File: config.mk
export PLATFORM = sky130hd
export DESIGN_NAME = dualport_ram_p
export DESIGN_NICKNAME = d
export VERILOG_FILES = /design/src/rtl/dualport_pkg.sv /design/src/rtl/dualport_ram_p_rdpipe.sv /design/src/rtl/dualport_ram_p.sv
export SDC_FILE = /design/constraint.sdc
export NUM_CORES = 1
export LEC_CHECK = 0
export CORE_ASPECT_RATIO = 1.5
export CORE_MARGIN = 2
export CORE_UTILIZATION = 45
export CTS_BUF_LIST = sky130_fd_sc_hd__clkbuf_8 sky130_fd_sc_hd__clkbuf_16
export DETAILED_ROUTE_END_ITERATION = 8
export SLEW_MARGIN = 40
export SYNTH_ARGS = -nofsm -noshare
export SYNTH_HDL_FRONTEND = slang
export SYNTH_SLANG_ARGS = --single-unit
File: constraint.sdc
create_clock -name clk -period 9.1 [get_ports clk]
set_clock_uncertainty 0.2 [all_clocks]
set_input_delay 2.73 -clock clk [delete_from_list [all_inputs] [get_ports clk]]
set_output_delay 2.73 -clock clk [all_outputs]
set_load 0.02 [all_outputs]
File: src/rtl/dualport_pkg.sv
// Shared types and helpers for the dual-port RAM: read-during-write policy,
// init/ready state encoding and the address-width rule.
package dualport_pkg;

   typedef enum logic {WRITE_FIRST, READ_FIRST} rdw_mode_e;

   typedef enum logic {INIT, READY} ram_state_e;

   // Address width never drops below one bit, even for a two-word memory.
   function automatic int addr_w(input int depth);
      return ($clog2(depth) > 1) ? $clog2(depth) : 1;
   endfunction

endpackage

File: src/rtl/dualport_ram_p_rdpipe.sv
// READ_LAT-deep output register chain for read responses. Data is held in
// every stage while it is empty, so the last stage keeps its last valid word.
module dualport_ram_p_rdpipe #(
   parameter int DATA_W   = 32,
   parameter int READ_LAT = 1
) (
   input  logic              clk,
   input  logic              rst,
   input  logic [DATA_W-1:0] in_data,
   input  logic              in_valid,
   input  logic              in_err,
   input  logic              in_coll,
   output logic [DATA_W-1:0] out_data,
   output logic              out_valid,
   output logic              out_err,
   output logic              out_coll
);

   logic [DATA_W-1:0] data_q [READ_LAT];
   logic [DATA_W-1:0] data_d [READ_LAT];
   logic [DATA_W-1:0] s_data [READ_LAT];
   logic [READ_LAT-1:0] valid_q, valid_d, err_q, err_d, coll_q, coll_d;
   logic [READ_LAT-1:0] s_valid, s_err, s_coll;

   for (genvar g = 0; g < READ_LAT; g++) begin : g_stage
      if (g == 0) begin : g_first
         assign s_data[g]  = in_data;
         assign s_valid[g] = in_valid;
         assign s_err[g]   = in_err;
         assign s_coll[g]  = in_coll;
      end else begin : g_next
         assign s_data[g]  = data_q[g-1];
         assign s_valid[g] = valid_q[g-1];
         assign s_err[g]   = err_q[g-1];
         assign s_coll[g]  = coll_q[g-1];
      end
   end

   // Flags are forced low on bubbles; data only moves with a valid entry.
   always_comb begin
      valid_d = s_valid;
      err_d   = s_valid & s_err;
      coll_d  = s_valid & s_coll;
      for (int i = 0; i < READ_LAT; i++) begin
         data_d[i] = s_valid[i] ? s_data[i] : data_q[i];
      end
   end

   always_ff @(posedge clk) begin
      if (rst) begin
         data_q  <= '{default: '0};
         valid_q <= '0;
         err_q   <= '0;
         coll_q  <= '0;
      end else begin
         data_q  <= data_d;
         valid_q <= valid_d;
         err_q   <= err_d;
         coll_q  <= coll_d;
      end
   end

   assign out_data  = data_q[READ_LAT-1];
   assign out_valid = valid_q[READ_LAT-1];
   assign out_err   = err_q[READ_LAT-1];
   assign out_coll  = coll_q[READ_LAT-1];

endmodule

File: src/rtl/dualport_ram_p.sv
// One-write/one-read RAM with byte enables, selectable read-during-write
// policy, out-of-range detection and a zeroing sweep after every reset.
module dualport_ram_p
   import dualport_pkg::*;
#(
   parameter int        DATA_W   = 32,
   parameter int        DEPTH    = 16,
   parameter int        READ_LAT = 1,
   parameter rdw_mode_e RDW_MODE = WRITE_FIRST,
   localparam int       AW       = addr_w(DEPTH),
   localparam int       BE_W     = DATA_W / 8
) (
   input  logic              clk,
   input  logic              rst,
   input  logic              enb,
   input  logic              wr,
   input  logic              rd,
   input  logic [AW-1:0]     w_addr,
   input  logic [AW-1:0]     r_addr,
   input  logic [DATA_W-1:0] w_data,
   input  logic [BE_W-1:0]   w_be,
   output logic [DATA_W-1:0] r_data,
   output logic              r_valid,
   output logic              r_err,
   output logic              collision,
   output logic              ready
);

   ram_state_e        state_q, state_d;
   logic [AW-1:0]     init_addr_q, init_addr_d;
   logic              ready_q, ready_d;
   logic [DATA_W-1:0] mem_q [DEPTH];
   logic [DATA_W-1:0] mem_d [DEPTH];

   logic              wr_acc, rd_acc, init_we, coll;
   logic              w_hit, r_hit;
   logic [DATA_W-1:0] w_old, r_old, w_merged, rd_word;

   // Reset wins over any request, including one arriving in the reset cycle.
   assign wr_acc  = ready_q & enb & wr & ~rst;
   assign rd_acc  = ready_q & enb & rd & ~rst;
   assign init_we = (state_q == INIT) & ~rst;

   always_comb begin
      state_d     = state_q;
      init_addr_d = init_addr_q;
      if (state_q == INIT) begin
         init_addr_d = init_addr_q + AW'(1);
         if (init_addr_q == AW'(DEPTH - 1)) begin
            state_d = READY;
         end
      end
      ready_d = (state_d == READY);
   end

   always_ff @(posedge clk) begin
      if (rst) begin
         state_q     <= INIT;
         init_addr_q <= '0;
         ready_q     <= 1'b0;
      end else begin
         state_q     <= state_d;
         init_addr_q <= init_addr_d;
         ready_q     <= ready_d;
      end
   end

   // Address decode by compare keeps indexing inside the array when DEPTH < 2**AW.
   always_comb begin
      w_hit = 1'b0;
      r_hit = 1'b0;
      w_old = '0;
      r_old = '0;
      for (int i = 0; i < DEPTH; i++) begin
         if (w_addr == AW'(i)) begin
            w_hit = 1'b1;
            w_old = mem_q[i];
         end
         if (r_addr == AW'(i)) begin
            r_hit = 1'b1;
            r_old = mem_q[i];
         end
      end
      w_merged = w_old;
      for (int b = 0; b < BE_W; b++) begin
         if (w_be[b]) begin
            w_merged[8*b +: 8] = w_data[8*b +: 8];
         end
      end
   end

   always_comb begin
      mem_d = mem_q;
      for (int i = 0; i < DEPTH; i++) begin
         if (init_we && (init_addr_q == AW'(i))) begin
            mem_d[i] = '0;
         end
         if (wr_acc && (w_addr == AW'(i))) begin
            mem_d[i] = w_merged;
         end
      end
   end

   always_ff @(posedge clk) begin
      mem_q <= mem_d;
   end

   assign coll = rd_acc & wr_acc & w_hit & (w_addr == r_addr);

   always_comb begin
      rd_word = '0;
      if (r_hit) begin
         rd_word = (coll && (RDW_MODE == WRITE_FIRST)) ? w_merged : r_old;
      end
   end

   dualport_ram_p_rdpipe #(
      .DATA_W   (DATA_W),
      .READ_LAT (READ_LAT)
   ) u_rdpipe (
      .clk       (clk),
      .rst       (rst),
      .in_data   (rd_word),
      .in_valid  (rd_acc),
      .in_err    (~r_hit),
      .in_coll   (coll),
      .out_data  (r_data),
      .out_valid (r_valid),
      .out_err   (r_err),
      .out_coll  (collision)
   );

   assign ready = ready_q;

endmodule
==> impl_metrics.py <==
metrics = {
    "final_layout": {
        "num-fill-cells": 6158,
        "finish.cell_count_without_fillers": 3894,
        "drive_gt1_frac": 0.124,
        "finalNetCount": 3014,
        "area_delta_synth_final_pct": 13.5,
        "finalCoreUtilization": 0.515,
    },
    "placed_design": {
        "numPortBuffers": 84,
        "post-dp-hpwl_um": 106000,
        "place_congestion": 1.00,
        "place_inst": 3786,
    },
    "critical_path": {
        "critical_path.cell_chain": "buf_2 -> buf_4 -> buf_4 -> or3b_2 -> o21ai_0 -> a221oi_1 -> o32ai_2 -> buf_4 -> nor2_1",
        "critPathRequiredTime_ps": 9280,
        "critical-path-max-stage-delay_ps": 750,
        "worstSetupEndpointType": "flip-flop",
        "worst-endpoint-arrival_ps": 6430,
        "startpoint_type": "primary input",
        "critical_path_depth": 9,
        "critical-path-top-delay-family": "buffers and inverters",
        "worst-path-buf-inv": 4,
        "crit_slowest_cell": "sky130_fd_sc_hd__or3b_2",
        "criticalPathCategory": "in -> reg",
        "r2r.worst_path.cells": 7,
        "crit_path_max_fanout": 33,
        "crit_top_cell": "sky130_fd_sc_hd__buf_4",
    },
    "timing": {
        "finalMaxSlewViolations": 0,
        "post-route-period-util": 0.686,
        "setup_total_negative_slack_ps": 0,
        "final.min_clock_period_ps": 6240,
        "rsz0062_at_grt": "no",
        "tightestPinTransition_ps": 979,
        "hold_violations": 0,
        "worst_slew_margin_rel": 0.348,
        "timing.hold.ws_ps": 266,
        "setup-violations-final": 0,
        "fmax_mhz": 160,
    },
    "global_route": {
        "maximum_number_of_pins_on_one_net_before_global_route_repair": 68,
        "first_global_vias": 26600,
        "grt_overflow": 0,
        "wire_length_of_the_first_global_routing_pass_um": 221000,
        "track_usage": 0.459,
        "antenna_violations_before_repair": 1,
    },
    "synth": {
        "synth_cell_types": 95,
        "postSynthNetCount": 3031,
        "synth_edf_count": 512,
        "yosysMostFrequentCell": "sky130_fd_sc_hd__nor2_1",
        "seq_area_frac_synth": 0.536,
        "netlist_top_cells_area": "sky130_fd_sc_hd__edfxtp_1 (51%), sky130_fd_sc_hd__nor2_1 (8.3%), sky130_fd_sc_hd__a21oi_1 (3.9%)",
        "synth_area_um2": 30200,
        "synth.cells.most_frequent": "sky130_fd_sc_hd__nor2_1 (670), sky130_fd_sc_hd__edfxtp_1 (512), sky130_fd_sc_hd__a21oi_1 (234)",
        "number_of_warnings_issued_by_yosys": 0,
        "asyncSetResetFlopFracSynth": 0,
        "synth_top_cell_area_share": 0.510,
        "post_synthesis_average_cell_area_um2": 10.1,
        "ys_dominant_reg_cell": "sky130_fd_sc_hd__edfxtp_1",
        "synth.largest_area_cell": "sky130_fd_sc_hd__edfxtp_1",
        "synthesis.instances": 2978,
        "ys_ff_latch": 552,
    },
    "die": {
        "placeableCoreArea_um2": 66500,
        "num_rows": 116,
        "die_height_um": 321,
        "starting_utilization_of_the_core_area": 0.454,
        "num_io_pins": 85,
        "floorplan.die_area_um2": 69100,
        "chipWidth_um": 215,
    },
    "power": {
        "ir_drop_worst_vdd_mv": 0.142,
        "p_leak_nw": 12.0,
        "power.density_cell_area_nw_per_um2": 180,
    },
    "drt": {
        "route.detailed.vias_per_inst": 7.41,
        "drtAntennaViolNets": 0,
        "drt_first_pass_iters": 6,
        "total_drc_errors_in_the_routed_layout": 0,
        "wl_per_cell_um": 41.6,
        "vias": 28800,
        "drtIter0Drc": 5805,
        "sum_of_routed_wire_length_over_all_layers_um": 162000,
    },
    "clocking": {
        "clk_pin_slew_worst_paths_ps": 60,
        "numCtsBuffers": 56,
        "cts_setup_buffers": 0,
        "cts.path.max_buffers": 3,
        "clock_tree.root_cell": "sky130_fd_sc_hd__clkbuf_16",
        "clock_tree.htree_level_count": 2,
        "cts_hold_repair.buffers": 0,
        "clock_latency_ps": 670,
        "post_cts.resized_instances": 0,
        "cts_tree": "built",
        "clock_sink_count": 552,
    },
    "min_path": {
        "hold_path_class": "reg -> reg",
        "timing.hold.worst_path_depth": 1,
    },
    "flow_run": {
        "max_cap_viol_count": 0,
    },
    "run_status": {
        "outcome": "complete, no violations",
    },
}
[through the flow]
stage / setup slack, ps / power (mW) / cell area, um^2
2_1_floorplan: 2930 / 3.22 / 30200
3_3_place_gp: 2020 / 3.56 / 32000
3_5_place_dp: 2320 / 3.57 / 32200
4_1_cts: 2980 / 6.07 / 34200
5_1_grt: 2940 / 6.20 / 34200
6_report: 2860 / 6.15 / 34200
[flip-flops by register name, indices dropped and copies added, names as in the netlist]
signal / count
u_rdpipe.out_data: 32
ready: 1
u_rdpipe.out_valid: 1
mem_q: 512
u_rdpipe.out_coll: 1
u_rdpipe.out_err: 1
init_addr_q: 4
[worst paths after layout]
kind / slack (ps) / start / endpoint
worst max-delay path: 2860 / w_addr[3] / mem_q[336]
worst min-delay path: 270 / u_rdpipe.out_data[17] / u_rdpipe.out_data[17]
worst max register to register: 5210 / ready / u_rdpipe.out_data[15]
worst min register to register: 270 / u_rdpipe.out_data[17] / u_rdpipe.out_data[17]
[layout make-up]
type                       instances  area, um^2  share of cell area
sequential                       552       16200               0.473
inverter                          23        87.6             0.00256
timing repair buffer             221        1970              0.0575
tap                              885        1110              0.0324
clock buffer                      62        1500              0.0437
clock inverter                    43         464              0.0136
antenna                            1        2.50           0.0000731
multi-input combinational       2107       12900               0.378
[power by group]
group / internal (mW) / switching [mW]
Clock: 1.46 / 1.11
Combinational: 0.198 / 0.602
Sequential: 2.76 / 0.0160
Total: 4.42 / 1.72
[cell families (layout without fill, tap and decap cells)]
kind of cell,Yosys count,count (layout),synth area share
AND/OR/NAND/NOR,1038,1038,0.145
AO/OA/AOI/OAI,915,915,0.205
flip-flops,552,552,0.536
buffers and inverters,319,349,0.0490
multiplexers,142,142,0.0600
XOR/XNOR,7,7,0.00203
adder cells (fa/ha/maj),4,4,0.00166
other,1,2,0.000124
[layout by cell type (no fill, tap or decap), drive strengths merged, types with 21 or more instances in the layout]
cell,synthesis,routed
o221ai,35,35
a221oi,57,57
clkbuf,137,62
mux2,26,26
o21ai,195,195
clkdlybuf4s50,0,76
a22o,21,21
a211oi,24,24
edfxtp,512,512
nor2,670,670
mux4,28,28
buf,159,145
o22ai,61,61
clkinv,7,22
nand2b,24,24
a21oi,234,234
nor2b,40,40
inv,16,30
nand3,38,38
dfxtp,40,40
a22oi,63,63
nand2,171,171
mux2i,88,88
nor3,25,25
a31oi,26,26
[layer usage]
layer	vias up	track usage	part of all wire
li1	11100	-	-
met3	709	0.151	0.15
met1	14000	0.608	0.36
met4	2	0.285	0.080
met5	-	0	0.000068
met2	3021	0.649	0.41
(Power assumes the default switching activity.)
